[config.mk]
export PLATFORM = sky130hd
export DESIGN_NAME = router_fsm
export DESIGN_NICKNAME = d
export VERILOG_FILES = /design/src/rtl/router_fsm.sv
export SDC_FILE = /design/constraint.sdc
export NUM_CORES = 1
export LEC_CHECK = 0
export CELL_PAD_IN_SITES_DETAIL_PLACEMENT = 1
export CELL_PAD_IN_SITES_GLOBAL_PLACEMENT = 1
export CORE_AREA = 2 2 50 52
export CTS_CLUSTER_DIAMETER = 50
export DETAILED_ROUTE_END_ITERATION = 6
export DIE_AREA = 0 0 52 54
export PLACE_DENSITY_LB_ADDON = 0.1
export RECOVER_POWER = 50
export SYNTH_ARGS = -nofsm -noshare
export SYNTH_HDL_FRONTEND = slang
export SYNTH_SLANG_ARGS = --single-unit
[constraint.sdc]
create_clock -name clock -period 1.99 [get_ports clock]
set_input_delay 0.2985 -clock clock [delete_from_list [all_inputs] [get_ports clock]]
set_output_delay 0.2985 -clock clock [all_outputs]
set_load 0.01 [all_outputs]
[src/rtl/router_fsm.sv]
// Packet router control FSM: decodes the header address, sequences the write
// enables for the payload and parity bytes, and handles full and timeout conditions.
module router_fsm (
   input  logic       clock,
   input  logic       reset,
   input  logic       pkt_valid,
   input  logic [1:0] data_in,
   input  logic       fifo_full,
   input  logic       fifo_empty_0,
   input  logic       fifo_empty_1,
   input  logic       fifo_empty_2,
   input  logic       soft_reset_0,
   input  logic       soft_reset_1,
   input  logic       soft_reset_2,
   input  logic       parity_done,
   input  logic       low_pkt_valid,
   output logic       detect_add,
   output logic       lfd_state,
   output logic       ld_state,
   output logic       full_state,
   output logic       laf_state,
   output logic       write_enb_reg,
   output logic       rst_int_reg,
   output logic       busy
);

   typedef enum logic [2:0] {
      DECODE_ADDRESS     = 3'd0,
      LOAD_FIRST_DATA    = 3'd1,
      LOAD_DATA          = 3'd2,
      FIFO_FULL_STATE    = 3'd3,
      LOAD_AFTER_FULL    = 3'd4,
      LOAD_PARITY        = 3'd5,
      CHECK_PARITY_ERROR = 3'd6,
      WAIT_TILL_EMPTY    = 3'd7
   } state_t;

   state_t     state_reg;
   state_t     state_next;
   logic [1:0] addr_reg;
   logic       empty_in_sel;
   logic       empty_latched_sel;
   logic       soft_reset_sel;
   logic [7:0] outs_next;

   // Empty flag of the port named by the incoming header.
   always_comb begin
      empty_in_sel = 1'b0;
      case (data_in)
         2'd0:    empty_in_sel = fifo_empty_0;
         2'd1:    empty_in_sel = fifo_empty_1;
         2'd2:    empty_in_sel = fifo_empty_2;
         default: empty_in_sel = 1'b0;
      endcase
   end

   // Empty flag and timeout of the port owning the current packet.
   always_comb begin
      empty_latched_sel = 1'b0;
      soft_reset_sel    = 1'b0;
      case (addr_reg)
         2'd0: begin
            empty_latched_sel = fifo_empty_0;
            soft_reset_sel    = soft_reset_0;
         end
         2'd1: begin
            empty_latched_sel = fifo_empty_1;
            soft_reset_sel    = soft_reset_1;
         end
         2'd2: begin
            empty_latched_sel = fifo_empty_2;
            soft_reset_sel    = soft_reset_2;
         end
         default: begin
            empty_latched_sel = 1'b0;
            soft_reset_sel    = 1'b0;
         end
      endcase
   end

   always_comb begin
      state_next = state_reg;
      case (state_reg)
         DECODE_ADDRESS: begin
            // Address 3 has no port: the header is dropped without leaving this state.
            if (pkt_valid && data_in != 2'd3)
               state_next = empty_in_sel ? LOAD_FIRST_DATA : WAIT_TILL_EMPTY;
         end
         WAIT_TILL_EMPTY: begin
            if (empty_latched_sel)
               state_next = LOAD_FIRST_DATA;
         end
         LOAD_FIRST_DATA: state_next = LOAD_DATA;
         LOAD_DATA: begin
            if (fifo_full)
               state_next = FIFO_FULL_STATE;
            else if (!pkt_valid)
               state_next = LOAD_PARITY;
         end
         FIFO_FULL_STATE: begin
            if (!fifo_full)
               state_next = LOAD_AFTER_FULL;
         end
         LOAD_AFTER_FULL: begin
            if (parity_done)
               state_next = DECODE_ADDRESS;
            else if (low_pkt_valid)
               state_next = LOAD_PARITY;
            else
               state_next = LOAD_DATA;
         end
         LOAD_PARITY: state_next = CHECK_PARITY_ERROR;
         CHECK_PARITY_ERROR: begin
            state_next = fifo_full ? FIFO_FULL_STATE : DECODE_ADDRESS;
         end
         default: state_next = DECODE_ADDRESS;
      endcase
      // A read timeout on the owning port aborts the packet from any loading state.
      if (state_reg != DECODE_ADDRESS && soft_reset_sel)
         state_next = DECODE_ADDRESS;
   end

   // Outputs are registered from the next-state decode so they track the state register exactly.
   // Bit order: detect_add, lfd, ld, full, laf, write_enb, rst_int, busy.
   always_comb begin
      outs_next = 8'b1000_0000;
      case (state_next)
         DECODE_ADDRESS:     outs_next = 8'b1000_0000;
         LOAD_FIRST_DATA:    outs_next = 8'b0100_0001;
         LOAD_DATA:          outs_next = 8'b0010_0100;
         FIFO_FULL_STATE:    outs_next = 8'b0001_0001;
         LOAD_AFTER_FULL:    outs_next = 8'b0000_1101;
         LOAD_PARITY:        outs_next = 8'b0000_0101;
         CHECK_PARITY_ERROR: outs_next = 8'b0000_0011;
         WAIT_TILL_EMPTY:    outs_next = 8'b0000_0001;
         default:            outs_next = 8'b1000_0000;
      endcase
   end

   always_ff @(posedge clock) begin
      if (reset) begin
         state_reg     <= DECODE_ADDRESS;
         addr_reg      <= 2'd0;
         detect_add    <= 1'b1;
         lfd_state     <= 1'b0;
         ld_state      <= 1'b0;
         full_state    <= 1'b0;
         laf_state     <= 1'b0;
         write_enb_reg <= 1'b0;
         rst_int_reg   <= 1'b0;
         busy          <= 1'b0;
      end else begin
         state_reg <= state_next;
         if (state_reg == DECODE_ADDRESS && state_next != DECODE_ADDRESS)
            addr_reg <= data_in;
         {detect_add, lfd_state, ld_state, full_state,
          laf_state, write_enb_reg, rst_int_reg, busy} <= outs_next;
      end
   end

endmodule

After elaboration in Yosys (flattened, before gate mapping)
Memory sizes are Yosys's and may differ from the RTL's. A register that Yosys moved wholly into a read port is not among the register bits.
Index checks and enable logic that the tools add are counted.
Cells by class
  equal/unequal tests: 12
  muxes and demuxes: 14
  reductions and logical operators: 8
Operators with widths (count)
  $mux W3: 9
  $pmux W3 S8: 1
  $eq A3 B3 Y1 const B: 4
  $pmux W1 S3: 3
  $eq A3 B2 Y1 const B: 2
  $reduce_bool A3 Y1: 2
  $eq A2 B1 Y1 const B: 2
  $eq A2 B2 Y1 const B: 2
  $logic_not A2 Y1: 2
  $eq A3 B1 Y1 const B: 1
  $logic_and A1 B1 Y1: 3
  $logic_not A3 Y1: 1
  $mux W2: 1
  $ne A2 B2 Y1 const B: 1
Storage, ports and cells
  register bits: 5
  memory bits (read-only): 64
  input bits: 14
  word-level logic and storage cells: 37
  memories: 1
Memories
  (name not given): depth 8, width 8, read ports 1, clocked after memory_dff 1, write ports 0, RTL line 127  | case (state_next)

Longest topological paths before layout
  depth after elaboration: 8
  gate-level depth with buffers: 7
  mapped depth without buffers: 5

Worst setup path before layout
Ideal clock, no wire load.
  kind: reg2reg
  from: register addr_reg[1]
  to: register addr_reg[0]
  data arrival time: 1649 ps
  path slack: 256 ps
  stages on the path, launching flop included: 6
  buffers on the path: 1
  cells stage by stage: dfxtp_1 mux2_4 a221o_1 a221o_1 buf_6 o31ai_2
On the way
  cells in the longest elaborated chain, start to end: 7
  elaborated cells on any way between the ends: 11
  classes of those cells: eq/ne: 2; mux: 5; reduce/logical: 4
RTL lines
  start, declared: RTL line 40  | logic [1:0] addr_reg;
  start signal, assigned: RTL line 155  | addr_reg <= data_in;
  $eq A2 B2 Y1 (tied with other cells): RTL line 61  | case (addr_reg)
  $pmux W1 S3: RTL line 61
  $mux W3: RTL line 90  | if (empty_latched_sel)
  $pmux W3 S8: RTL line 83  | case (state_reg)
  $mux W3 (*): RTL line 119  | if (state_reg != DECODE_ADDRESS && soft_reset_sel)
  $reduce_bool A3 Y1 (*): RTL line 154  | if (state_reg == DECODE_ADDRESS && state_next != DECODE_ADDRESS)
  $logic_and A1 B1 Y1 (*): RTL line 154
Every way passes the cells marked *; elsewhere a longest branch is shown, timed or not.
A chain may end at the register's enable or synchronous reset.

Worst setup path in the final report
  from: register addr_reg[1]
  to: register addr_reg[1]
Same word-level chain as after synthesis.

==> flow_summary.json <==
{
  "required_ns": 2.18,
  "die_area_um2": 2810,
  "fin_util_pct": 43.4,
  "worstSetupPathType": "reg -> reg",
  "cts_setup_buffers": 0,
  "leakage_nw": 0.416,
  "synth-main-ff-cell": "dfxtp_1",
  "hold_start": "addr_reg[0]",
  "setup_viol_count_final": 0,
  "finalHoldViolCount": 0,
  "netlist_instances": 79,
  "via_per_inst": 4.88,
  "synth.net_count": 93,
  "powerDensity_nw_per_um2": 1350,
  "min_period_ns": 1.88,
  "drv_slew": 0,
  "fin_ws_ns": 0.107,
  "cts_sinks": 13,
  "nets": 123,
  "n_antenna_cell": 0,
  "post-route-drc-count": 0,
  "grt_overflow": 0,
  "placed_cells": 134,
  "synth_warnings": 0,
  "status": "finished, final reports clean",
  "drive_gt1_share_pct": 19.4,
  "synth_seq_area_share_pct": 37.2,
  "arrival_ns": 2.07,
  "rsz0062_at_grt": "no",
  "fin_skew_ns": 0.00145,
  "clk_latency_ns": 0.27,
  "drt_iter0_markers": 11,
  "area_growth_pct": 43.8,
  "routabilityCongestion": 0.776,
  "worstHoldPathType": "reg -> reg",
  "root_buffer": "clkbuf_4",
  "finalNonFillerCells": 138,
  "hold_buffers": 0,
  "rows": 18,
  "core_area_um2": 2320,
  "antenna_left": 0,
  "avgSynthCellArea_um2": 8.85,
  "cap_viol_max_count": 0,
  "largest_reg_flops": 3,
  "tritoncts": "built",
  "tightest_slew_ns": 0.368,
  "fp.dieW_um": 52,
  "grt_usage_pct": 14.7,
  "start_util_pct": 30.2,
  "worstSetupStartpoint": "addr_reg[1]",
  "worstPathMaxFanout": 9,
  "cts-htree-levels": 1,
  "clockBufferDepth": 2,
  "io_pins": 22,
  "hold_ws_ns": 0.486,
  "critPathCaptureType": "register",
  "hpwl_mm": 1.34,
  "cts_resized": 0,
  "relSlewSlack_pct": 75.4,
  "ir_drop_mv": 0.536,
  "synthArstFlopShare_pct": 0,
  "cts_made_buffers": 3,
  "routed_wl_mm": 1.79,
  "critPathLaunchType": "register",
  "grt_antenna_before_repair": 0,
  "rr_startpoint": "addr_reg[1]",
  "grt_max_degree": 11,
  "ys_seq_elements": 13,
  "dp_slack_ns": -0.176,
  "post-route-period-util_pct": 94.6,
  "stdcell_area_um2": 1010,
  "fmax_ghz": 0.531,
  "grt_pass1_wl_mm": 3.06,
  "grt_pass1_vias": 702,
  "avgRoutedWirePerCell_um": 12.9,
  "drt_pass1_iterations": 4,
  "port_buffers": 21,
  "via_count": 674,
  "synth_edf_count": 0,
  "dpl_cell_area_um2": 982,
  "path_clk_slew_ns": 0.07,
  "yosysUniqueCellTypes": 30,
  "die_h_um": 54,
  "synth.cell_area_um2": 699
}
## Yosys cell counts (all sizes together) (2+ instances only)
library cell | n | area share [%]
a221o | 2 | 2.9
nor3b | 2 | 2.1
o21ai | 2 | 2.0
nand3 | 3 | 2.1
dfxtp | 13 | 37
nor2 | 6 | 4.3
o31ai | 2 | 3.6
and2 | 2 | 1.8
nor2b | 4 | 3.6
mux2 | 2 | 4.3
inv | 3 | 1.6
a21o | 3 | 3.2
nand2 | 10 | 5.4
nor3 | 3 | 3.6
mux2i | 2 | 2.9
nand2b | 3 | 2.7
buf | 3 | 3.0
a21oi | 6 | 4.3
## final timing paths
check | endpoint | cells past startpoint | slack [ns]
hold / removal | addr_reg[0] | 2 | 0.49
setup reg to reg | addr_reg[1] | 4 | 0.11
setup / recovery | addr_reg[1] | 4 | 0.11
hold reg to reg | addr_reg[0] | 2 | 0.49
## per-layer routing
metal	up-vias	routed length, um	GRT usage [%]
met5	-	0	0
met3	4	76	2.22
met2	16	804	25.3
li1	337	-	-
met1	317	874	17.6
met4	0	31	7.89
## worst max-delay path: stages (launching register included)
cell and delay, ns:
dfxtp_1 0.42, mux2_4 0.32, a221o_1 0.33, a221o_2 0.49
o31ai_2 0.24
## per-stage QoR
| stage | total power [W] | TNS [ns] |
|---|---|---|
| 2_1_floorplan | 0.000978 | 0 |
| 3_3_place_gp | 0.00122 | -1.22 |
| 3_5_place_dp | 0.00123 | -1.23 |
| 4_1_cts | 0.00140 | 0 |
| 5_1_grt | 0.00148 | 0 |
| 6_report | 0.00136 | 0 |
## placed cells by master, fill, tap and decap left out, types with 2 or more instances in the layout
cell              n
nor2b_1           4
clkbuf_4          3
clkdlybuf4s50_1  13
dfxtp_1          13
dlygate4sd3_1     8
clkbuf_1          2
a21o_1            3
nand3_1           3
and2_1            2
mux2i_1           2
nand2_1          10
o31ai_2           2
a21oi_1           6
nor2_1            5
inv_1             3
nand2b_1          3
nor3b_1           2
mux2_4            2
nor3_2            2
buf_4             7
## kinds of logic (layout without fill, tap and decap cells)
logic type      count (synthesis)  in the layout  synth area share [%]
simple gates                   35             35                  28.1
compound gates                 20             20                  22.4
flops                          13             13                  37.2
buf+inv                         7             36                  5.19
mux                             4              4                  7.16
## area by class of cell
type,instances,area (um2)
clock buffers,4,26.3
fillers,286,1310
inverters,3,11.3
multi-input cells,59,404
flip-flops and latches,13,260
well taps,30,37.5
repair buffers,29,267
## where the power goes
| part | leakage, nW | switching, W | internal [W] | total, W |
|---|---|---|---|---|
| sequential | 0.106 | 0.0000942 | 0.000348 | 0.000442 |
| clock | 0.0150 | 0.0000812 | 0.0000777 | 0.000159 |
| combinational | 0.295 | 0.000404 | 0.000355 | 0.000759 |
| total | 0.416 | 0.000580 | 0.000781 | 0.00136 |
(Power assumes the default switching activity.)
